## config.mk

```make
export PLATFORM = sky130hd
export DESIGN_NAME = env_adsr
export DESIGN_NICKNAME = d
export VERILOG_FILES = /design/src/rtl/env_adsr.sv
export SDC_FILE = /design/constraint.sdc
export NUM_CORES = 1
export LEC_CHECK = 0
export ABC_CLOCK_PERIOD_IN_PS = 4300
export CAP_MARGIN = 40
export CORE_ASPECT_RATIO = 1.2
export CORE_MARGIN = 2
export CORE_UTILIZATION = 40
export CTS_CLUSTER_DIAMETER = 50
export DETAILED_ROUTE_END_ITERATION = 8
export PLACE_DENSITY = 0.6
export SETUP_SLACK_MARGIN = 0.02
export SYNTH_ARGS = -nofsm -noshare
export SYNTH_HDL_FRONTEND = slang
export SYNTH_SLANG_ARGS = --single-unit
```

## constraint.sdc

```tcl
create_clock -name CLK -period 4.3 [get_ports CLK]
set_clock_uncertainty 0.15 [all_clocks]
set_input_delay 0.86 -clock CLK [delete_from_list [all_inputs] [get_ports CLK]]
set_output_delay 0.86 -clock CLK [all_outputs]
set_load 0.02 [all_outputs]
```

## src/rtl/env_adsr.sv

```systemverilog
// rtl/env_adsr.sv - ADSR envelope generator scaling MIDI velocity for the NCO
module env_adsr #(
    parameter int TICK_DIV     = 1024,
    parameter int ATTACK_STEP  = 4,
    parameter int DECAY_STEP   = 1,
    parameter int SUSTAIN_LVL  = 96,
    parameter int RELEASE_STEP = 2
) (
    input  logic       CLK,
    input  logic       RST,
    input  logic       CE,
    input  logic [6:0] NOTE_NUM,
    input  logic [6:0] NOTE_VEL,
    output logic [6:0] VEL_OUT,
    output logic [2:0] STATE,
    output logic       ACTIVE
);

    localparam int PW = (TICK_DIV > 1) ? $clog2(TICK_DIV) : 1;

    typedef enum logic [2:0] {
        S_IDLE    = 3'd0,
        S_ATTACK  = 3'd1,
        S_DECAY   = 3'd2,
        S_SUSTAIN = 3'd3,
        S_RELEASE = 3'd4
    } state_t;

    state_t        state_q, state_d;
    logic [6:0]    level_q, level_d;
    logic [PW-1:0] presc_q, presc_d;
    logic          gate_q;
    logic [6:0]    note_q, note_d;
    logic [6:0]    vel_q, vel_d;
    logic [6:0]    vel_out_q;
    logic          active_q;

    logic          gate;
    logic          tick;
    logic [7:0]    attack_sum;
    logic [13:0]   prod;

    assign gate       = (NOTE_VEL != 7'd0);
    assign tick       = (presc_q == PW'(TICK_DIV - 1));
    assign attack_sum = {1'b0, level_q} + 8'(ATTACK_STEP);
    assign prod       = {7'd0, level_q} * {7'd0, vel_q};

    always_comb begin
        state_d = state_q;
        level_d = level_q;
        note_d  = note_q;
        vel_d   = vel_q;
        presc_d = tick ? '0 : presc_q + 1'b1;

        // Note events pre-empt the tick so level never jumps on the same cycle.
        if (gate && !gate_q) begin
            note_d  = NOTE_NUM;
            vel_d   = NOTE_VEL;
            state_d = S_ATTACK;
        end else if (!gate && gate_q) begin
            state_d = S_RELEASE;
        end else if (gate && gate_q && NOTE_NUM != note_q) begin
            note_d  = NOTE_NUM;
            vel_d   = NOTE_VEL;
            state_d = S_ATTACK;
        end else if (gate && gate_q && NOTE_VEL != vel_q) begin
            vel_d = NOTE_VEL;
        end else if (tick) begin
            case (state_q)
                S_IDLE: level_d = 7'd0;
                S_ATTACK: begin
                    if (attack_sum >= 8'd127) begin
                        level_d = 7'd127;
                        state_d = S_DECAY;
                    end else begin
                        level_d = attack_sum[6:0];
                    end
                end
                S_DECAY: begin
                    if ({1'b0, level_q} <= 8'(SUSTAIN_LVL + DECAY_STEP)) begin
                        level_d = 7'(SUSTAIN_LVL);
                        state_d = S_SUSTAIN;
                    end else begin
                        level_d = level_q - 7'(DECAY_STEP);
                    end
                end
                S_SUSTAIN: level_d = level_q;
                S_RELEASE: begin
                    if ({1'b0, level_q} <= 8'(RELEASE_STEP)) begin
                        level_d = 7'd0;
                        state_d = S_IDLE;
                    end else begin
                        level_d = level_q - 7'(RELEASE_STEP);
                    end
                end
                default: begin
                    level_d = 7'd0;
                    state_d = S_IDLE;
                end
            endcase
        end
    end

    always_ff @(posedge CLK) begin
        if (RST) begin
            state_q   <= S_IDLE;
            level_q   <= 7'd0;
            presc_q   <= '0;
            gate_q    <= 1'b0;
            note_q    <= 7'd0;
            vel_q     <= 7'd0;
            vel_out_q <= 7'd0;
            active_q  <= 1'b0;
        end else if (CE) begin
            state_q   <= state_d;
            level_q   <= level_d;
            presc_q   <= presc_d;
            gate_q    <= gate;
            note_q    <= note_d;
            vel_q     <= vel_d;
            vel_out_q <= 7'(prod >> 7);
            active_q  <= (state_d != S_IDLE);
        end
    end

    assign VEL_OUT = vel_out_q;
    assign STATE   = state_q;
    assign ACTIVE  = active_q;

endmodule

```

==> results.yml <==
outcome:
  outcome: "finished, final reports clean"
clock_network:
  cts_buffers: 5
  clock_sinks: 43
  hold_buffers: 0
  path_clk_slew_ns: 0.07
  clock_path_buffers: 2
  cts_tree: "yes"
  insertion_delay_ns: 0.29
  cts_root_buffer: "clkbuf_16"
  h-tree-depth: 2
power:
  internal-power_mw: 0.697
  powerDensity_nw_per_um2: 197
  ir_worst_vdd_uv: 186
  clkPwrFrac_pct: 41.9
  p_switching_mw: 0.263
  p_leak_nw: 2.25
  finalPower_mw: 0.960
  power_frac_comb_pct: 13.6
  power_switching_share_pct: 27.4
  seqPwrFrac_pct: 44.4
global_routing:
  grt_pass1_wl_um: 16600
  track_usage_pct: 19.2
  antenna_found_initial: 0
  grt_remaining_overflow: 0
  grt_max_degree: 36
  grt_pass1_vias: 3542
route:
  num_vias: 3449
  route.detailed.drc: 0
  drt_iter0_markers: 199
  finalWirelength_um: 9460
  avgViaCountPerCell: 5.40
  detail-route-antenna-nets: 0
  first_pass_iters: 4
  post_drt_wl_per_cell_um: 14.8
timing:
  rsz0062_at_grt: "yes"
  worstMarginPinSlew_ns: 0.746
  timing.final.crit_share_pct: 99.7
  layout_min_cycle_time_ns: 4.29
  hold_violations: 0
  slew_violations: 0
  slew_headroom_pct: 49.9
  max_freq_mhz: 233
  setup_viol: 0
layout:
  finalNetCount: 595
  multiInputGateArea_um2: 3020
  diodes: 0
  drive_gt1_share_pct: 14.2
  area_delta_synth_final_pct: 20.5
  instances_no_fill: 639
  seq_area_um2: 876
  num-fill-cells: 981
floorplan:
  die_w_um: 95.7
  die_h_um: 114
  core_area_um2: 9910
  dieArea_um2: 10900
  fp-row-count: 40
  start_util_pct: 40.7
  top_level_ports: 28
placement:
  place.gp.congestion: 0.867
  io_buffers: 27
  dp_hpwl_um: 7500
  post-place-cells: 628
logic_synthesis:
  synth_seq_cells: 43
  synth_nets: 547
  async_flop_share_pct: 0
  synth_top_area_cell: "dfxtp_1"
  synth_edf_count: 0
  synth_ff_type: "dfxtp_1"
  yosys_warnings: 0
  seq_area_frac_synth_pct: 21.3
  syn-instance-count: 464
  syn_area_per_cell_um2: 8.70
  synth_top_area_share_pct: 21.3
  synth_cell_types: 65
  synthTopCellsByArea: "dfxtp_1, ha_1, fa_1"
  syn_area_um2: 4040
worst_setup_path:
  end_kind: "flop"
  critPathBufInv: 4
  critPathMaxStageDelay_ns: 0.53
  crit_fanout: 3
  crit_required_ns: 4.33
  crit_family: "adder cells"
  worstPathArrival_ns: 4.32
  slowest_stage: "fa_1"
  path_cells: "and2_4, fa_1, inv_1, fa_1, inv_1, fa_1, inv_1, fa_1, inv_1, ha_2, a21o_1, a21o_1, a21o_1, o21a_1, or3_1, a41o_1"
  start_kind: "flop"
  path_class: "flop to flop"
run:
  cap_violations: 0
worst_hold_path:
  hold_class: "flop to flop"
==> Yosys cell counts (3+ instances only) <==
library cell,number
and2_1,41
nor3_1,6
or3_1,4
nand2_1,32
nor2b_1,4
xor2_1,13
nand3_1,10
ha_1,43
nor2_1,40
o21a_1,3
a2111o_1,3
o221ai_1,5
nand4_1,9
nand2b_1,6
buf_2,4
fa_1,23
a21o_1,3
mux2i_1,18
dfxtp_1,43
a211oi_1,7
a31oi_1,7
a21oi_1,14
and3_1,5
o21ai_0,8
inv_1,35
nor4_1,4
xnor2_1,15
clkbuf_1,15
==> through the flow <==
step | setup TNS (ns) | hold slack, ns | area, um^2 | setup WS (ns) | utilization, %
3_3_place_gp | -0.0606 | 0.311 | 4640 | -0.0359 | 46.8
3_5_place_dp | -0.191 | 0.333 | 4640 | -0.0753 | 46.8
6_report | 0 | 0.336 | 4860 | 0.0128 | 49.1
2_1_floorplan | -0.0444 | 0.304 | 4080 | -0.0444 | -
4_1_cts | -0.000710 | 0.341 | 4840 | -0.000710 | 48.8
5_1_grt | -0.307 | 0.371 | 4860 | -0.111 | 49.1
==> kinds of logic after synthesis <==
group / synth area share (%)
flip-flops: 21.3
multiplexers: 4.46
buffers and inverters: 5.33
adder cells (fa/ha/maj): 24.7
AO/OA/AOI/OAI: 15.1
XOR/XNOR: 6.08
AND/OR/NAND/NOR: 23.0
==> timing repair <==
item                                    CTS  global route
buffers inserted                          3             0
endpoints found under the setup margin    3             5
pin swaps                                 5             6
gates resized for setup                  10             8
==> worst register-to-register path: stages (launching register included) <==
cell	delay (ns)
dfxtp_2	0.33
and2_4	0.15
fa_1	0.53
inv_1	0.05
fa_1	0.47
inv_1	0.05
fa_1	0.47
inv_1	0.05
fa_1	0.48
inv_1	0.05
ha_2	0.17
a21o_1	0.17
a21o_1	0.17
a21o_1	0.20
o21a_1	0.20
or3_1	0.30
a41o_1	0.21
==> state kept, by name, summed over array words and instances, names as in the netlist <==
signal / count
VEL_OUT: 7
level_q: 7
note_q: 7
gate_q: 1
STATE: 3
presc_q: 10
vel_q: 7
ACTIVE: 1
==> cell usage in the layout, fill, tap and decap left out, drive strengths merged, types with 3 or more instances in the layout <==
cell	n
inv	38
or2	3
mux2i	18
a31oi	7
nand3	10
xor2	13
nand2	32
nand2b	6
o21a	3
nor2	40
xnor2	15
a211oi	7
a21o	3
and3	5
a311oi	3
and2	42
buf	34
nor2b	4
a2111o	3
o21ai	9
o41ai	3
fa	23
nor4	4
o221ai	5
or3	4
nand4	9
clkdlybuf4s50	27
clkbuf	5
dfxtp	43
nor3	6
a21oi	15
ha	43
==> worst paths after layout <==
kind | startpoint | endpoint | slack [ns] | cells after the start
worst max-delay path | vel_q[3]$_SDFFE_PP0P_ | VEL_OUT[4]$_SDFFE_PP0P_ | 0.01 | 16
worst min-delay path | VEL_OUT[6]$_SDFFE_PP0P_ | VEL_OUT[6]$_SDFFE_PP0P_ | 0.34 | 2
worst max register to register | vel_q[3]$_SDFFE_PP0P_ | VEL_OUT[4]$_SDFFE_PP0P_ | 0.01 | 16
worst min register to register | VEL_OUT[6]$_SDFFE_PP0P_ | VEL_OUT[6]$_SDFFE_PP0P_ | 0.34 | 2
==> cell type report <==
cell class | count | share of cell area [%]
inverter | 36 | 2.78
timing repair buffer | 61 | 10.8
tap | 126 | 3.24
clock buffer | 5 | 2.57
clock inverter | 3 | 0.540
sequential | 43 | 18.0
multi-input combinational | 365 | 62.1
==> power by group through the flow <==
stage | Combinational (mW) | Sequential [mW] | Clock (mW)
floorplan | 0.0790 | 0.431 | 0
global placement | 0.130 | 0.434 | 0
detailed placement | 0.131 | 0.435 | 0
CTS | 0.132 | 0.426 | 0.411
global route | 0.144 | 0.429 | 0.433
finish | 0.131 | 0.427 | 0.403
==> routing by layer <==
metal | part of all wire, % | track usage, % | vias up
li1 | - | - | 1714
met1 | 44 | 24.9 | 1669
met2 | 51 | 32.8 | 57
met3 | 3.6 | 2.91 | 9
met4 | 1.3 | 5.33 | 0
met5 | 0 | 0 | -
Power figures use the tool's default switching activity.
==> edit, RTL diff (same settings) <==
`TICK_DIV`: 1024 -> 2048.
--- a/src/rtl/env_adsr.sv
+++ b/src/rtl/env_adsr.sv
@@ -2,3 +2,3 @@
 module env_adsr #(
-    parameter int TICK_DIV     = 1024,
+    parameter int TICK_DIV     = 2048,
     parameter int ATTACK_STEP  = 4,
Function: no difference found for any inputs over 10 cycles, from zero or initial values and one cycle with RST high; that may be too few to reach the edited logic, so the function may still have changed.
==> edit against the unedited design <==
- power down 0.76%
- area after synthesis up 2.4%
- synthesized cell count up 1.7%
- setup slack better by 0.025 ns
- die area up 2.3%
- routed wire length up 1.3%
- sequential share of layout area up 0.38 points
- sequential cell count up 1
- final area up 0.44%
==> edit: results (changes against the unedited design) <==
Logic synthesis
  • Most frequent cells after synthesis: nor2_1 (45), dfxtp_1 (44), inv_1 (44)
  • Number of synthesized flops with an enable pin: 0 (unchanged)
  • Yosys warns: 0 (unchanged)
  • Yosys cell types: 75 (+15%)
  • FFs w/ async S/R, synth: 0 (unchanged)
  • Mapped Cells: 472 (+1.7%)
  • Syn nets: 555 (+1.5%)
  • Largest cells by area after synthesis: dfxtp_1 (21%), ha_1 (13%), fa_1 (11%), and2_1 (5.1%), mux2i_1 (4.1%)
  • Sequential cell area fraction in the yosys report: 0.213 (about the same)

CTS
  • Clock transition at path regs: 0.07 ns (about the same)
  • Post-CTS setup buffers: 0 (-3)
  • CTS H-tree depth: 2 (unchanged)
  • Number of CTS-inserted buffers: 5 (unchanged)
  • CTS resizes: 5 (-5)

Placement
  • Placed Cells: 628 (unchanged)
  • Pre-CTS setup slack: -0.0801 ns (-0.00482 ns)
  • Final Wtd Congestion: 0.884 (+2.0%)
  • Post-DP Area: 4650 sq um (+0.27%)
  • Placed wire-length estimate: 7.53 mm (+0.33%)

STA
  • Hold_ws: 0.338 ns (+0.00110 ns)
  • Tcrit/Tclk final: 0.991 (-0.00575)
  • Slew @ Worst Pin: 0.539 ns (-0.206 ns)

Global routing
  • Largest net degree at the start of global routing: 43 (+19%)
  • First-pass GRT wire length: 16.1 mm (-3.1%)
  • Initial antenna violation count: 0 (unchanged)
  • Vias in the first global route: 3,374 (-4.7%)
  • Total track usage: 0.176 (-0.0152)

Critical path
  • Slowest cell on crit path: fa_1
  • Worst R2R Path Depth: 15 (-1)
  • Worst path max stage delay: 0.56 ns (+0.03 ns)
  • CP startpoint: vel_q[4]$_SDFFE_PP0P_
  • Worst setup path endpoint: VEL_OUT[6]$_SDFFE_PP0P_
  • FF-to-FF setup slack: 0.04 ns (+0.02 ns)
  • CP top delay family: adder cells
  • Crit path max fanout: 7 (+4)

Cells and area
  • Flip-flop count of the largest register after layout: 11 (+1)
  • # fillers: 978 (-0.31%)
  • Layout cells sized above 1: 0.154 (+0.0117)
  • Layout Nets: 595 (unchanged)

Power
  • Clock network power share: 0.406 (-0.013)
  • Seq group: 0.436 mW (+2%)
  • Pleak: 2.16 nW (-4.4%)
  • Final total power: 0.953 mW (-0.76%)
  • Sw Share: 0.266 (-0.00772)
  • Max IR drop VDD: 0.168 mV (-9.5%)

Routing
  • DRT iter0 DRCs: 136 (-32%)
  • Routed vias/inst: 5.38 (-0.23%)
  • WL/cell: 15.0 um (+1.3%)
  • Via count: 3,441 (-0.23%)

Run status
  • Status: finished clean

Min path
  • Hold Path Class: reg2reg
  • Worst hold path startpoint: ACTIVE$_SDFFE_PP0P_
  • Hold Path End: ACTIVE$_SDFFE_PP0P_
==> edit: kinds of logic after synthesis <==
kind of cell             Yosys count  synth area share
adder cells (fa/ha/maj)           66             0.242
XOR/XNOR                          27            0.0572
AND/OR/NAND/NOR                  174             0.225
buffers and inverters             69            0.0790
AO/OA/AOI/OAI                     73             0.137
flip-flops                        44             0.213
multiplexers                      19            0.0466
==> edit: final cells by class <==
| type | instances | area, sq um | area share |
|---|---|---|---|
| Clock inverter | 3 | 22.5 | 0.00461 |
| Clock buffer | 5 | 125 | 0.0256 |
| Timing Repair Buffer | 57 | 508 | 0.104 |
| Inverter | 45 | 169 | 0.0346 |
| Tap cell | 126 | 158 | 0.0323 |
| Multi-Input combinational cell | 359 | 3000 | 0.615 |
| Sequential cell | 44 | 898 | 0.184 |
==> edit: per-layer routing <==
layer / track usage / routed length (um)
met5: 0 / 0
met3: 0.0243 / 342
met4: 0.0441 / 113
met2: 0.311 / 4760
met1: 0.229 / 4360
